## config.mk

```make
export PLATFORM = sky130hd
export DESIGN_NAME = tick_period_mon
export DESIGN_NICKNAME = d
export VERILOG_FILES = /design/src/rtl/tick_mon_pkg.sv /design/src/rtl/tick_edge_det.sv /design/src/rtl/tick_period_mon.sv
export SDC_FILE = /design/constraint.sdc
export NUM_CORES = 1
export LEC_CHECK = 0
export CAP_MARGIN = 25
export CORE_ASPECT_RATIO = 1.4
export CORE_MARGIN = 2
export CORE_UTILIZATION = 30
export CTS_CLUSTER_SIZE = 25
export DETAILED_ROUTE_END_ITERATION = 8
export PLACE_DENSITY = 0.54
export REMOVE_ABC_BUFFERS = 1
export SYNTH_ARGS = -nofsm -noshare
export SYNTH_HDL_FRONTEND = slang
export SYNTH_SLANG_ARGS = --single-unit
```

## constraint.sdc

```tcl
create_clock -name clk -period 2.22 [get_ports clk]
set_input_delay 0.333 -clock clk [delete_from_list [all_inputs] [get_ports clk]]
set_output_delay 0.333 -clock clk [all_outputs]
set_load 0.005 [all_outputs]
```

## src/rtl/tick_mon_pkg.sv

```systemverilog
// Shared definitions for the tick period monitor and the clock-counter dividers it watches.
// State encoding is fixed so status decoders elsewhere can rely on it.
package tick_mon_pkg;

    typedef enum logic [1:0] {
        ST_IDLE   = 2'd0,
        ST_ACQ    = 2'd1,
        ST_LOCKED = 2'd2
    } state_e;

    localparam int unsigned DEF_CW       = 32;
    localparam int unsigned DEF_MIN_PER  = 10;
    localparam int unsigned DEF_MAX_PER  = 12;
    localparam int unsigned DEF_LOCK_CNT = 4;
    localparam int unsigned DEF_TIMEOUT  = 64;

endpackage

```

## src/rtl/tick_edge_det.sv

```systemverilog
// Rising-edge detector for the monitored tick level.
// With TICK_SYNC_EN defined the tick first passes a 2-flop synchronizer.
module tick_edge_det (
    input  logic clk,
    input  logic reset_n,
    input  logic tick_in,
    output logic rise
);

    logic tick_s;
    logic tick_d;

`ifdef TICK_SYNC_EN
    logic [1:0] sync;

    always_ff @(posedge clk or negedge reset_n) begin
        if (!reset_n) begin
            sync <= 2'b00;
        end else begin
            sync <= {sync[0], tick_in};
        end
    end

    assign tick_s = sync[1];
`else
    assign tick_s = tick_in;
`endif

    always_ff @(posedge clk or negedge reset_n) begin
        if (!reset_n) begin
            tick_d <= 1'b0;
        end else begin
            tick_d <= tick_s;
        end
    end

    assign rise = tick_s & ~tick_d;

endmodule

```

## src/rtl/tick_period_mon.sv

```systemverilog
// Measures clk-cycle period between tick rising edges, checks it against a window,
// declares lock after LOCK_CNT good periods and flags loss of tick. Optional: TICK_SYNC_EN.
module tick_period_mon
    import tick_mon_pkg::*;
#(
    parameter int unsigned CW       = DEF_CW,
    parameter int unsigned MIN_PER  = DEF_MIN_PER,
    parameter int unsigned MAX_PER  = DEF_MAX_PER,
    parameter int unsigned LOCK_CNT = DEF_LOCK_CNT,
    parameter int unsigned TIMEOUT  = DEF_TIMEOUT
) (
    input  logic          clk,
    input  logic          reset_n,
    input  logic          tick_in,
    output logic [CW-1:0] period,
    output logic          period_vld,
    output logic          range_err,
    output logic          timeout,
    output logic          locked
);

    localparam int unsigned GW = $clog2(LOCK_CNT + 1);

    localparam logic [CW-1:0] MinC     = CW'(MIN_PER);
    localparam logic [CW-1:0] MaxC     = CW'(MAX_PER);
    localparam logic [CW-1:0] TimeoutC = CW'(TIMEOUT);
    localparam logic [GW-1:0] LockC    = GW'(LOCK_CNT);

    state_e        state;
    logic [CW-1:0] cnt;
    logic [GW-1:0] good;
    logic [GW-1:0] good_inc;
    logic          rise;
    logic          in_range;

    tick_edge_det u_edge (
        .clk     (clk),
        .reset_n (reset_n),
        .tick_in (tick_in),
        .rise    (rise)
    );

    assign in_range = (cnt >= MinC) && (cnt <= MaxC);
    assign good_inc = good + 1'b1;

    always_ff @(posedge clk or negedge reset_n) begin
        if (!reset_n) begin
            state      <= ST_IDLE;
            cnt        <= '0;
            good       <= '0;
            period     <= '0;
            period_vld <= 1'b0;
            range_err  <= 1'b0;
            timeout    <= 1'b0;
            locked     <= 1'b0;
        end else begin
            period_vld <= 1'b0;
            range_err  <= 1'b0;
            timeout    <= 1'b0;

            if (rise) begin
                cnt <= CW'(1);
            end else if (state != ST_IDLE && cnt != '1) begin
                cnt <= cnt + 1'b1;
            end

            unique case (state)
                ST_IDLE: begin
                    if (rise) begin
                        state <= ST_ACQ;
                        good  <= '0;
                    end
                end
                ST_ACQ, ST_LOCKED: begin
                    // A rise landing on cnt==TIMEOUT is a measurement, not a timeout.
                    if (rise) begin
                        period     <= cnt;
                        period_vld <= 1'b1;
                        if (in_range) begin
                            if (state == ST_ACQ) begin
                                good <= good_inc;
                                if (good_inc >= LockC) begin
                                    state  <= ST_LOCKED;
                                    locked <= 1'b1;
                                end
                            end
                        end else begin
                            range_err <= 1'b1;
                            good      <= '0;
                            state     <= ST_ACQ;
                            locked    <= 1'b0;
                        end
                    end else if (cnt == TimeoutC) begin
                        timeout <= 1'b1;
                        state   <= ST_IDLE;
                        good    <= '0;
                        cnt     <= '0;
                        locked  <= 1'b0;
                    end
                end
                default: begin
                    state  <= ST_IDLE;
                    good   <= '0;
                    locked <= 1'b0;
                end
            endcase
        end
    end

endmodule

```

==> impl_metrics.tcl, run 1 <==
set metrics [dict create \
    place.gp.congestion 0.854 \
    die_h_um 133 \
    synth_area_um2 3550 \
    rsz0062_at_grt "yes" \
    wl_per_cell_um 15.5 \
    ant_nets 0 \
    dieArea_um2 12700 \
    clock_power_share_pct 40.4 \
    min_path_type "reg -> reg" \
    synth_simple_gate_area_share_pct 21.3 \
    drt-initial-drc-count 102 \
    finalNonFillerCells 533 \
    status "finished, final reports clean" \
    num-nets-final 391 \
    min_from "period[1]" \
    synth_top_area_share_pct 52.1 \
    cts-root-buf "clkbuf_16" \
    synth_compound_gate_area_share_pct 4.40 \
    intPower_uw 2640 \
    async_flop_share_pct 100 \
    fin_util_pct 38.8 \
    ys_ff_latch 74 \
    detailed_place_hpwl_um 5900 \
    fin_ws_ns 0.0795 \
    io_buffers 38 \
    syn_to_final_growth_pct 27.9 \
    synth_warnings 0 \
    muxShareOfSynthArea_pct 9.80 \
    grt_pass1_wl_um 13900 \
    cts_tree "done" \
    route.vias.total 2637 \
    max_freq_mhz 467 \
    cts_sinks 74 \
    r2r_start "cnt[1]" \
    stdcell_area_um2 4540 \
    cts_max_level 3 \
    period_minus_slack_ns 2.14 \
    drive_gt1_share_pct 19.9 \
    synth_edf_count 0 \
    synth_area_leaders "dfrtp_1 52%, mux2_2 9.5%, xor2_1 5.2%" \
    insertion_delay_ns 0.33 \
    gr-total-overflow 0 \
    crit_type "reg -> reg" \
    sequentialPowerShare_pct 42.4 \
    wl_um 8260 \
    grt_max_degree 39 \
    switching_share_pct 26.2 \
    hold_viol_final 0 \
    drv_slew 0 \
    reg2reg_slack_ns 0.08 \
    hold_depth 2 \
    end_kind "flip-flop" \
    start_kind "flip-flop" \
    dp_cells 514 \
    core-area_um2 11700 \
    start_util_pct 30.3 \
    clk_pin_slew_worst_paths_ns 0.05 \
    tightest_slew_ns 0.507 \
    ir_worst_vdd_v 0.000478 \
    cp-startpoint "cnt[1]" \
    finalCritPeriodShare_pct 96.4 \
    relSlewSlack_pct 66.1 \
    synth_xor_area_share_pct 7.40 \
    synth_top_cell_by_area "dfrtp_1" \
    syn_avg_cell_area_um2 10.9 \
    io_pins 39 \
    rr_worst_depth 6 \
    cp.required_ns 2.44 \
    synthFlopType "dfrtp_1" \
    n_antenna_cell 0 \
    power_leakage_uw 0.00208 \
    gr-usage-all-layers_pct 14.1 \
    netlist_top_cells_count "74 x dfrtp_1, 40 x nor2_1, 30 x mux2_2, 21 x xor2_1, 20 x nand2_1" \
    die_w_um 96.0 \
    grt_pass1_vias 2817 \
    yosysSeqAreaShare_pct 52.1 \
    drt-vias-per-instance 4.95 \
    crit_path_max_fanout 6 \
    p_switching_uw 935 \
    synth.most_common_cell "dfrtp_1" \
    comb_power_share_pct 17.1 \
    clock_skew_ns 0.00579 \
    power_density_nw_per_um2 787 \
    r2r-end "cnt[24]" \
    maxCapViolCount 0 \
    synthAdderAreaFrac_pct 2.47 \
    ys_types 44 \
    place_area_um2 4190 \
    row_count 47 \
    drc 0 \
    clk_path_buf_depth 2 \
    dr.pass1.iters 4 \
    preCtsSetupSlack_ns 0.0781 \
    holdPathEnd "period[1]" \
    cp.arrival_ns 2.36 \
    antenna_found_initial 0 \
    synth_cells 325 \
    cts_buffers 9 \
    fillerInstances 1150 \
    synth_top_family_by_area "simple AND/OR/NAND/NOR gates" \
    finalSetupViolations 0 \
]
## flip-flops by register name, indices dropped and copies added, names as in the netlist
register,count
cnt,32
period,32
good,3
state,2
locked,1
period_vld,1
range_err,1
timeout,1
u_edge.tick_d,1
## placed cells by master (no fill, tap or decap), drive strengths merged, types with 8 or more instances in the layout
cell	count
and3	9
buf	19
clkbuf	14
clkdlybuf4s50	37
dfrtp	74
inv	8
mux2	30
nand2	20
nand3	14
nand4	18
nor2	42
nor3	12
xnor2	9
xor2	21
## critical path, stage by stage, from the launching register on
cell and delay (ns):
dfrtp_1 0.45, ha_1 0.25, nand4_2 0.15, or4_4 0.57, or3_4 0.40, xor2_1 0.17, nor2_2 0.04
## worst max-delay path by stage
| stage | cells past startpoint | slack (ns) | endpoint |
|---|---|---|---|
| 2_1_floorplan | 7 | -0.07 | state[0] |
| 3_3_place_gp | 6 | 0.14 | cnt[24] |
| 3_5_place_dp | 8 | 0.08 | state[1] |
| 4_1_cts | 8 | 0.06 | good[0] |
| 5_1_grt | 9 | -0.01 | good[2] |
| 6_report | 6 | 0.08 | cnt[24] |
## cell type report
cell class	count	area [µm²]	share of cell area [%]
Sequential cell	74	1850	40.8
Multi-Input combinational cell	231	1640	36.1
Timing Repair Buffer	57	536	11.8
Clock buffer	14	264	5.81
Tap cell	147	184	4.05
Clock inverter	2	35.0	0.771
Inverter	8	30.0	0.661
## logic make-up (layout without fill, tap and decap cells)
family          count (synthesis)  in the layout
buf+inv                        21             81
mux                            31             31
compound gates                 21             22
fa+ha+maj                       7              7
xor+xnor                       30             30
flops                          74             74
simple gates                  141            141
## through the flow
stage | setup TNS, ns | power, µW | hold WS, ns
2_1_floorplan | -0.140 | 1860 | 0.0374
3_3_place_gp | 0 | 2100 | 0.329
3_5_place_dp | 0 | 2120 | 0.332
4_1_cts | 0 | 3580 | 0.487
5_1_grt | -0.0333 | 3780 | 0.519
6_report | 0 | 3570 | 0.480
## per-layer routing
metal  routed length (µm)  GRT usage (%)  share of wire (%)  vias up
met3                  333           3.02                4.0        7
met4                  127           6.03                1.5        0
li1                     -              -                  -     1273
met1                 3360           16.9                 41     1315
met5                    0              0                  0        -
met2                 4440           23.9                 54       42
## power groups by stage
stage	Sequential, µW	Clock [µW]	Combinational, µW
finish	1520	1440	613
global placement	1530	0	572
CTS	1510	1490	588
global route	1530	1560	692
detailed placement	1540	0	581
floorplan	1520	0	345
## repair_timing
item                                    in CTS  in global routing
endpoints found under the setup margin       0                  7
hold buffers                                 1                  0
endpoints found under the hold margin       35                  0
buffers inserted                             0                  1
resized for setup                            0                  6
Note: power is estimated with default switching activity, not from simulation.
==> inputs of run 2 (changes only) <==
--- a/config.mk
+++ b/config.mk
@@ -11,8 +11,10 @@
 export CORE_UTILIZATION = 30
 export CTS_CLUSTER_SIZE = 25
 export DETAILED_ROUTE_END_ITERATION = 8
+export GPL_TIMING_DRIVEN = 1
 export PLACE_DENSITY = 0.54
 export REMOVE_ABC_BUFFERS = 1
+export SETUP_SLACK_MARGIN = 0.4
 export SYNTH_ARGS = -nofsm -noshare
 export SYNTH_HDL_FRONTEND = slang
 export SYNTH_SLANG_ARGS = --single-unit
==> impl_metrics.tcl, run 2 (synthesis gave the netlist of run 1 again) <==
set metrics [dict create \
    io_buffers 38 \
    die_h_um 133 \
    n_antenna_cell 0 \
    start_util_pct 30.3 \
    min_from "period[1]" \
    r2r-end "cnt[24]" \
    holdPathEnd "period[1]" \
    maxCapViolCount 0 \
    drt-initial-drc-count 166 \
    start_kind "flip-flop" \
    r2r_start "cnt[1]" \
    power_leakage_uw 0.00238 \
    grt_pass1_vias 2927 \
    critPathSlowestCell "or4_4" \
    antenna_found_initial 0 \
    setup_tns_ns 0 \
    path_cells "ha_4 -> nand4_4 -> or4_4 -> or3_4 -> xor2_1 -> nor2_2" \
    core-area_um2 11700 \
    rsz0062_at_grt "yes" \
    route.vias.total 2879 \
    drv_slew 0 \
    max_freq_mhz 486 \
    io_pins 39 \
    largestRegisters "cnt: 32 flops, period: 32 flops, good: 3 flops" \
    gr-usage-all-layers_pct 15.0 \
    clk_pin_slew_worst_paths_ns 0.06 \
    crit_path_max_fanout 6 \
    wl_um 9530 \
    cts_buffers 9 \
    clock_skew_ns 0.00671 \
    clock_power_share_pct 37.7 \
    drive_gt1_share_pct 44.4 \
    hold_viol_final 0 \
    dieArea_um2 12700 \
    num-nets-final 431 \
    crit_type "reg -> reg" \
    dr.pass1.iters 5 \
    finalCritPeriodShare_pct 92.6 \
    cts-root-buf "clkbuf_16" \
    grt_pass1_wl_um 14800 \
    power_density_nw_per_um2 727 \
    reg2reg_slack_ns 0.16 \
    hold_depth 2 \
    p_switching_uw 1060 \
    syn_to_final_growth_pct 49.4 \
    gr-total-overflow 0 \
    detailed_place_hpwl_um 5900 \
    ant_nets 0 \
    row_count 47 \
    finalSetupViolations 0 \
    cp.arrival_ns 2.28 \
    cts_tree "done" \
    die_w_um 96.0 \
    wl_per_cell_um 16.6 \
    insertion_delay_ns 0.34 \
    clk_path_buf_depth 2 \
    cts_max_level 3 \
    comb_power_share_pct 22.5 \
    crit_path_max_incr_delay_ns 0.61 \
    grt_max_degree 39 \
    place.gp.congestion 0.854 \
    min_path_type "reg -> reg" \
    dp_cells 514 \
    tightest_slew_ns 0.490 \
    finalNonFillerCells 573 \
    period_minus_slack_ns 2.06 \
    cts_sinks 74 \
    relSlewSlack_pct 67.4 \
    end_kind "flip-flop" \
    layout_commonest_cell "dfrtp_1" \
    ir_worst_vdd_v 0.000504 \
    layout_common_cells "57 x dfrtp_1, 47 x buf_4, 37 x clkdlybuf4s50_1" \
    power_uw 3860 \
    sequentialPowerShare_pct 39.8 \
    cp.required_ns 2.45 \
    drt-vias-per-instance 5.02 \
    switching_share_pct 27.6 \
    intPower_uw 2790 \
    drc 0 \
    rr_worst_depth 6 \
    status "finished, final reports clean" \
]
run 2: cell count changes in the layout (fill, tap and decap cells not counted), moves of 4 or more:
cell / delta
nor3_1: -7
nor2_4: +7
nand3_1: -5
nor3_2: +4
and4_1: -4
buf_4: +29
buf_6: +9
nor2_1: -10
nor4_1: -6
dfrtp_2: +17
dfrtp_1: -17
run 2: what timing repair did:
item                                    in CTS  in global routing
pin swaps                                   10                 31
hold endpoints to repair                    35                  0
endpoints found under the setup margin      38                 38
setup buffers                                4                 34
hold buffers                                 1                  0
cloned                                       2                  2
gates resized for setup                     30                 88
run 2: area by class of cell:
type | count | area [µm²]
clock buffer | 14 | 264
clock inverter | 2 | 35.0
fill | 1071 | 6400
inverter | 8 | 30.0
multi-input combinational | 231 | 2010
sequential | 74 | 1870
tap | 147 | 184
timing repair buffer | 97 | 912
run 2: how the worst max path moves through the flow:
stage	endpoint	from	cells after the start	slack (ns)
2_1_floorplan	state[0]	state[0]	7	-0.07
3_3_place_gp	cnt[24]	cnt[1]	6	0.14
3_5_place_dp	state[1]	cnt[0]	8	0.08
4_1_cts	cnt[24]	cnt[0]	6	0.17
5_1_grt	cnt[28]	cnt[1]	6	0.12
6_report	cnt[24]	cnt[1]	6	0.16
run 2: power groups by stage:
stage          Combinational (µW)  Clock, µW  Sequential [µW]
4_1_cts                       670       1490             1530
2_1_floorplan                 345          0             1520
6_report                      868       1450             1530
3_3_place_gp                  572          0             1530
5_1_grt                       940       1550             1550
3_5_place_dp                  581          0             1540
run 2: worst max-delay path, delay by kind of cell (launching register included):
family	cells	cell delay, ns
XOR/XNOR	1	0.17
adder cells (fa/ha/maj)	1	0.18
flip-flops	1	0.43
AND/OR/NAND/NOR	4	1.17
run 2: per-layer routing:
layer | GRT usage (%) | part of all wire [%] | vias up
met4 | 6.11 | 1.8 | 0
li1 | - | - | 1352
met2 | 25.8 | 55 | 50
met3 | 2.96 | 3.4 | 13
met1 | 18.0 | 40 | 1464
met5 | 0 | 0 | -
run 2: metrics by stage:
| stage | util, % | setup slack [ns] | instance area, µm² | hold slack (ns) |
|---|---|---|---|---|
| 6_report | 45.3 | 0.163 | 5310 | 0.478 |
| 3_3_place_gp | 35.8 | 0.143 | 4190 | 0.329 |
| 2_1_floorplan | - | -0.0699 | 3490 | 0.0374 |
| 5_1_grt | 45.3 | 0.119 | 5310 | 0.519 |
| 3_5_place_dp | 35.8 | 0.0781 | 4190 | 0.332 |
| 4_1_cts | 40.1 | 0.166 | 4700 | 0.487 |
